$ cat src/rtl/bootram_pkg.sv
// Shared types and sizing for the boot RAM loader: state encoding, RAM geometry,
// and the byte/word types used on the stream and RAM sides.
package bootram_pkg;

    localparam int BOOTRAM_DATA = 16;
    localparam int BOOTRAM_ADDR = 13;

    typedef logic [7:0]              byte_t;
    typedef logic [BOOTRAM_DATA-1:0] word_t;

    typedef enum logic [2:0] {
        IDLE,
        LO,
        HI,
        WRITE,
        VERIFY,
        CHECK,
        NEXT,
        DONE
    } state_t;

endpackage

$ cat src/rtl/bootram_loader_if.sv
// Byte stream in and RAM port A out of the boot loader; master is the loader side,
// slave is the stream source plus RAM.
interface bootram_loader_if
    import bootram_pkg::*;
#(
    parameter int ADDR = BOOTRAM_ADDR,
    parameter int DATA = BOOTRAM_DATA
) ();

    byte_t           s_data;
    logic            s_valid;
    logic            s_ready;
    logic            ram_ce;
    logic            ram_we;
    logic [ADDR-1:0] ram_addr;
    logic [DATA-1:0] ram_wdata;
    logic [DATA-1:0] ram_rdata;

    modport master (
        input  s_data, s_valid, ram_rdata,
        output s_ready, ram_ce, ram_we, ram_addr, ram_wdata
    );

    modport slave (
        output s_data, s_valid, ram_rdata,
        input  s_ready, ram_ce, ram_we, ram_addr, ram_wdata
    );

endinterface

$ cat src/rtl/bootram_pack16.sv
// Little-endian byte-to-word packer: first accepted byte is the low half; word_vld
// flags the cycle whose accepted byte completes the word.
module bootram_pack16
    import bootram_pkg::*;
(
    input  logic  clk,
    input  logic  rstn,
    input  logic  clear,
    input  logic  take,
    input  byte_t din,
    output word_t word,
    output logic  word_vld
);

    logic  phase_hi;
    byte_t lo_q;
    byte_t hi_q;

    always_ff @(posedge clk or negedge rstn) begin
        if (!rstn) begin
            phase_hi <= 1'b0;
            lo_q     <= '0;
            hi_q     <= '0;
        end else if (clear) begin
            phase_hi <= 1'b0;
        end else if (take) begin
            if (phase_hi) hi_q <= din;
            else          lo_q <= din;
            phase_hi <= ~phase_hi;
        end
    end

    assign word     = {hi_q, lo_q};
    assign word_vld = take & phase_hi;

endmodule

$ cat src/rtl/bootram_loader.sv
// Boot RAM loader: packs a byte stream into words written from base_addr upward,
// with a running checksum. Define BOOTRAM_LOADER_READBACK_EN to read back each word.
module bootram_loader
    import bootram_pkg::*;
#(
    parameter int ADDR = BOOTRAM_ADDR,
    parameter int DATA = BOOTRAM_DATA
) (
    input  logic             clk,
    input  logic             rstn,
    input  logic             start,
    input  logic [ADDR-1:0]  base_addr,
    input  logic [ADDR:0]    length,
    bootram_loader_if.master bus,
    output logic             busy,
    output logic             done,
    output logic             err,
    output logic [15:0]      checksum
);

    state_t          st, nxt;
    logic [ADDR-1:0] addr;
    logic [ADDR-1:0] addr_q;
    logic [ADDR:0]   remaining;
    logic [DATA-1:0] wdata_q;
    word_t           word;
    logic            pk_vld;
    logic            fire;
    logic            accept;
    logic            s_ready;
    logic            ram_ce;
    logic            ram_we;

    assign s_ready = (st == LO) || (st == HI);
    assign fire    = bus.s_valid & s_ready;
    assign accept  = (st == IDLE) & start;

    bootram_pack16 u_pack (
        .clk      (clk),
        .rstn     (rstn),
        .clear    (accept),
        .take     (fire),
        .din      (bus.s_data),
        .word     (word),
        .word_vld (pk_vld)
    );

`ifdef BOOTRAM_LOADER_READBACK_EN
    logic mismatch;
    assign mismatch = (bus.ram_rdata != word);
`else
    logic unused_rdata;
    assign unused_rdata = ^bus.ram_rdata;
`endif

    always_ff @(posedge clk or negedge rstn) begin
        if (!rstn) st <= IDLE;
        else       st <= nxt;
    end

    always_comb begin
        nxt    = st;
        ram_ce = 1'b0;
        ram_we = 1'b0;
        case (st)
            IDLE:   if (start) nxt = (length == '0) ? DONE : LO;
            LO:     if (fire) nxt = HI;
            HI:     if (pk_vld) nxt = WRITE;
`ifdef BOOTRAM_LOADER_READBACK_EN
            WRITE: begin
                ram_ce = 1'b1;
                ram_we = 1'b1;
                nxt    = VERIFY;
            end
            VERIFY: begin
                ram_ce = 1'b1;
                nxt    = CHECK;
            end
            CHECK:  nxt = mismatch ? DONE : NEXT;
`else
            WRITE: begin
                ram_ce = 1'b1;
                ram_we = 1'b1;
                nxt    = NEXT;
            end
`endif
            NEXT:   nxt = (remaining == '0) ? DONE : LO;
            DONE:   nxt = IDLE;
            default: nxt = IDLE;
        endcase
    end

    // Address counter, word count, checksum and status flags
    always_ff @(posedge clk or negedge rstn) begin
        if (!rstn) begin
            addr      <= '0;
            addr_q    <= '0;
            remaining <= '0;
            wdata_q   <= '0;
            checksum  <= '0;
            busy      <= 1'b0;
            done      <= 1'b0;
            err       <= 1'b0;
        end else begin
            case (st)
                IDLE: if (start) begin
                    addr      <= base_addr;
                    remaining <= length;
                    checksum  <= '0;
                    done      <= 1'b0;
                    err       <= 1'b0;
                    busy      <= 1'b1;
                end
                WRITE: begin
                    checksum  <= checksum + word;
                    remaining <= remaining - (ADDR+1)'(1);
                    addr_q    <= addr;
                    wdata_q   <= word;
                end
`ifdef BOOTRAM_LOADER_READBACK_EN
                CHECK: if (mismatch) err <= 1'b1;
`endif
                NEXT: addr <= addr + ADDR'(1);
                DONE: begin
                    busy <= 1'b0;
                    done <= 1'b1;
                end
                default: ;
            endcase
        end
    end

    // RAM address/data track the live values while the port is in use, then hold
    assign bus.s_ready   = s_ready;
    assign bus.ram_ce    = ram_ce;
    assign bus.ram_we    = ram_we;
    assign bus.ram_addr  = (st == WRITE || st == VERIFY) ? addr : addr_q;
    assign bus.ram_wdata = (st == WRITE) ? word : wdata_q;

endmodule

$ cat src/flat_wrapper.sv
// flat-port wrapper written by rule: the top's interface ports become plain ports
module bootram_loader_flat import bootram_pkg::*;
#(
    parameter int ADDR = BOOTRAM_ADDR,
    parameter int DATA = BOOTRAM_DATA
)
  (clk, rstn, start, base_addr, length, busy, done, err, checksum, bus_s_data, bus_s_valid, bus_ram_rdata, bus_s_ready, bus_ram_ce, bus_ram_we, bus_ram_addr, bus_ram_wdata);
  bootram_loader_if #(.ADDR(ADDR), .DATA(DATA)) bus_i ();
  input  logic clk;
  input  logic rstn;
  input  logic start;
  input  logic [ADDR-1:0] base_addr;
  input  logic [ADDR:0] length;
  output logic busy;
  output logic done;
  output logic err;
  output logic [15:0] checksum;
  input wire logic [$bits(bus_i.s_data)-1:0] bus_s_data;
  input wire logic [$bits(bus_i.s_valid)-1:0] bus_s_valid;
  input wire logic [$bits(bus_i.ram_rdata)-1:0] bus_ram_rdata;
  output wire logic [$bits(bus_i.s_ready)-1:0] bus_s_ready;
  output wire logic [$bits(bus_i.ram_ce)-1:0] bus_ram_ce;
  output wire logic [$bits(bus_i.ram_we)-1:0] bus_ram_we;
  output wire logic [$bits(bus_i.ram_addr)-1:0] bus_ram_addr;
  output wire logic [$bits(bus_i.ram_wdata)-1:0] bus_ram_wdata;
  assign bus_i.s_data = bus_s_data;
  assign bus_i.s_valid = bus_s_valid;
  assign bus_i.ram_rdata = bus_ram_rdata;
  assign bus_s_ready = bus_i.s_ready;
  assign bus_ram_ce = bus_i.ram_ce;
  assign bus_ram_we = bus_i.ram_we;
  assign bus_ram_addr = bus_i.ram_addr;
  assign bus_ram_wdata = bus_i.ram_wdata;
  bootram_loader #(.ADDR(ADDR), .DATA(DATA)) u_core (.clk(clk), .rstn(rstn), .start(start), .base_addr(base_addr), .length(length), .bus(bus_i), .busy(busy), .done(done), .err(err), .checksum(checksum));
endmodule
$ cat config.mk
export PLATFORM = sky130hd
export DESIGN_NAME = bootram_loader_flat
export DESIGN_NICKNAME = d
export VERILOG_FILES = /design/src/rtl/bootram_pkg.sv /design/src/rtl/bootram_loader_if.sv /design/src/rtl/bootram_pack16.sv /design/src/rtl/bootram_loader.sv /design/src/flat_wrapper.sv
export SDC_FILE = /design/constraint.sdc
export NUM_CORES = 1
export LEC_CHECK = 0
export BUFFER_PORTS_ARGS = -buffer_cell sky130_fd_sc_hd__buf_2
export CAP_MARGIN = 20
export CORE_ASPECT_RATIO = 1.2
export CORE_MARGIN = 2
export CORE_UTILIZATION = 54
export CTS_BUF_LIST = sky130_fd_sc_hd__clkbuf_4 sky130_fd_sc_hd__clkbuf_8
export DETAILED_ROUTE_END_ITERATION = 10
export PLACE_DENSITY_LB_ADDON = 0.3
export RECOVER_POWER = 50
export SKIP_CTS_REPAIR_TIMING = 1
export SYNTH_ARGS = -nofsm -noshare
export SYNTH_HDL_FRONTEND = slang
export SYNTH_SLANG_ARGS = --single-unit
$ cat constraint.sdc
create_clock -name clk -period 5.3 [get_ports clk]
set_input_delay 0.265 -clock clk [delete_from_list [all_inputs] [get_ports clk]]
set_output_delay 0.265 -clock clk [all_outputs]
set_load 0.05 [all_outputs]
==> metrics.cfg <==
[outcome]
status=finished, violations left
failed_checks=max-capacitance violations, max-slew violations

[routing]
vias=4507
routed_wl_mm=12.6
postRouteAntennaNets=0
drt_first_pass_iters=4
drtIter0Drc=183
routed_via_density=5.89
avgRoutedWirePerCell_um=16.5
drc=0

[clock_tree]
root_buffer=clkbuf_8
clockBufferDepth=2
cts_tree=done
cts_buffers=9
clkTransAtPathRegs_ns=0.09
cts.sinks=94
cts_max_level=3
clkLatencyLatePin_ns=0.36

[floorplanning]
io_pins=106
core_region_area_sq_mm=0.00908
rows=38
dieArea_sq_mm=0.0102
fp.dieW_um=92.4
die_h_um=110
initial_core_util_pct=55.7

[layout]
nFillCells=807
final_nets=714
area_delta_synth_final_pct=14.7
final_util_pct=63.9
drive_gt1_share_pct=19.5
num_antenna_cells=0

[flow_run]
maxCapViolations=1

[yosys]
synthAdderAreaFrac_pct=4.60
ys_seq_elements=94
synth_cell_types=62
ys_warn_count=0
yosys.area.top_type=dfrtp_1
synth_top_family_by_area=simple AND/OR/NAND/NOR gates
synth_area_leaders=dfrtp_1 46%, nand2_1 10%, mux2_2 5.8%, ha_1 4.2%, o21ai_0 3.7%
synth_commonest_cells=135 x nand2_1, 94 x dfrtp_1, 40 x nor2_1, 37 x o21ai_0, 32 x a21oi_1
seq_area_frac_synth_pct=46.5
avgSynthCellArea_sq_um=9.02
yosysMostFrequentCell=nand2_1
syn-cell-area_sq_mm=0.00506
synth_compound_area_share_pct=17.0
synth_top_area_share_pct=46.5
synth_mux_area_share_pct=5.98
synth_edf_count=0
netlist_instances=561
ys_async_sr_fraction_pct=100
synth_xor_area_share_pct=1.56
synth-simple-area-share_pct=21.1
synth-main-ff-cell=dfrtp_1
syn_nets=634

[global_route]
grt_pass1_wl_mm=20.8
use_met1_pct=31.1
grt_pass1_vias=4437
met3_usage_pct=4.01
grt_use_total_pct=25.8
met2_usage_pct=46.1
antenna_found_initial=0
grt_max_degree=56
grt_overflow_total=0
busiest_layer=met2

[sta]
worst_pin_slew_ns=2.53
slew_headroom_pct=-68.8
post-route-period-util_pct=66.4
drv_slew=45
skew_ns=0.00542
max_freq_mhz=284
fin_tns_setup_ns=0
post-route-min-period_ns=3.52
rsz0062_at_grt=false
hold_viol=0
finalSetupViolCount=0

[setup_path]
crit_path_max_fanout=51
worstRegToRegCells=6
critPathCaptureType=asynchronous set/reset pin
critPathKind=in -> async
r2r-start=u_core.st[2]
crit_arrival_ns=3.80
reg2reg_setup_slack_ns=2.72
critPathRequiredTime_ns=5.58
rr_endpoint=u_core.remaining[7]
cp-start-kind=primary input

[worst_hold_path]
hold_depth=3
min_to=u_core.remaining[8]
hp-class=in -> reg
hp-start=length[8]

[power]
leakage_nw=2.76
power.density_mw_per_mm2=742
power.total_mw=4.31
ir_worst_vdd_v=0.000360

[place]
dp_hpwl_mm=8.84
portBuffers=88
gp_congestion=0.908

[cell usage in the layout (no fill, tap or decap), types with 4 or more instances in the layout]
cell type,count
clkbuf_1,20
nand2b_1,5
o22ai_1,6
xor2_1,5
a21oi_1,32
buf_2,69
xnor2_1,4
ha_1,17
inv_1,14
o211ai_1,6
nand3_1,14
and3_1,4
a211oi_1,6
o21ai_0,37
o31ai_1,4
dfrtp_1,94
or3_1,4
o21ai_1,4
nor4_1,8
clkbuf_8,9
nand4_1,4
nand2_1,135
nor3_1,8
a21o_1,5
mux2_2,26
nor2_1,40
nor2b_1,4
[power breakdown]
part	switching, mW	internal, mW	total [mW]
Combinational	1.63	0.741	2.37
Clock	0.264	0.315	0.579
Sequential	0.312	1.04	1.35
[kinds of logic after synthesis]
logic type | Yosys count
AO/OA/AOI/OAI | 133
XOR/XNOR | 9
adder cells (fa/ha/maj) | 18
buffers and inverters | 40
flip-flops | 94
multiplexers | 27
other | 1
AND/OR/NAND/NOR | 239
[how the worst max path moves through the flow]
stage	startpoint	to
2_1_floorplan	u_core.st[1]	bus_ram_wdata[1]
3_3_place_gp	u_core.st[2]	bus_ram_addr[8]
3_5_place_dp	u_core.st[2]	u_core.remaining[7]
4_1_cts	u_core.st[2]	bus_ram_addr[8]
5_1_grt	rstn	u_core.checksum[3]
6_report	rstn	u_core.checksum[9]
[final cells by class]
type | instances | area (sq um) | share of cell area (%)
Clock buffer | 9 | 124 | 2.13
Inverter | 15 | 56.3 | 0.970
Tap cell | 120 | 150 | 2.59
Multi-Input combinational cell | 427 | 2550 | 43.9
Timing Repair Buffer | 94 | 458 | 7.89
Sequential cell | 94 | 2350 | 40.5
Clock inverter | 6 | 116 | 2.00
[layer usage]
metal	vias to the layer above	share of wire, %
met5	-	0
met4	0	2.6
met3	21	4.7
met2	131	51
met1	2201	42
li1	2154	-
[registers in the layout, summed over array words and instances, names as in the netlist, 3 cells and up]
| signal | count |
|---|---|
| u_core.wdata_q | 16 |
| u_core.addr | 13 |
| u_core.st | 3 |
| u_core.addr_q | 13 |
| u_core.u_pack.lo_q | 8 |
| u_core.u_pack.hi_q | 8 |
| u_core.remaining | 14 |
| u_core.checksum | 16 |
[through the flow]
step	worst slack (ns)	std cells	cell area, sq um	hold WS, ns
global route	1.14	765	5800	0.112
detailed placement	2.74	749	5590	0.316
finish	1.78	765	5800	0.110
floorplan	2.71	561	5060	-0.0306
global placement	2.76	749	5590	0.312
CTS	2.33	764	5830	-0.0826
[critical path: stages]
cell           delay [ns]
dlygate4sd3_1        0.52
clkbuf_1             1.79
clkbuf_2             1.20
Power figures use the tool's default switching activity.
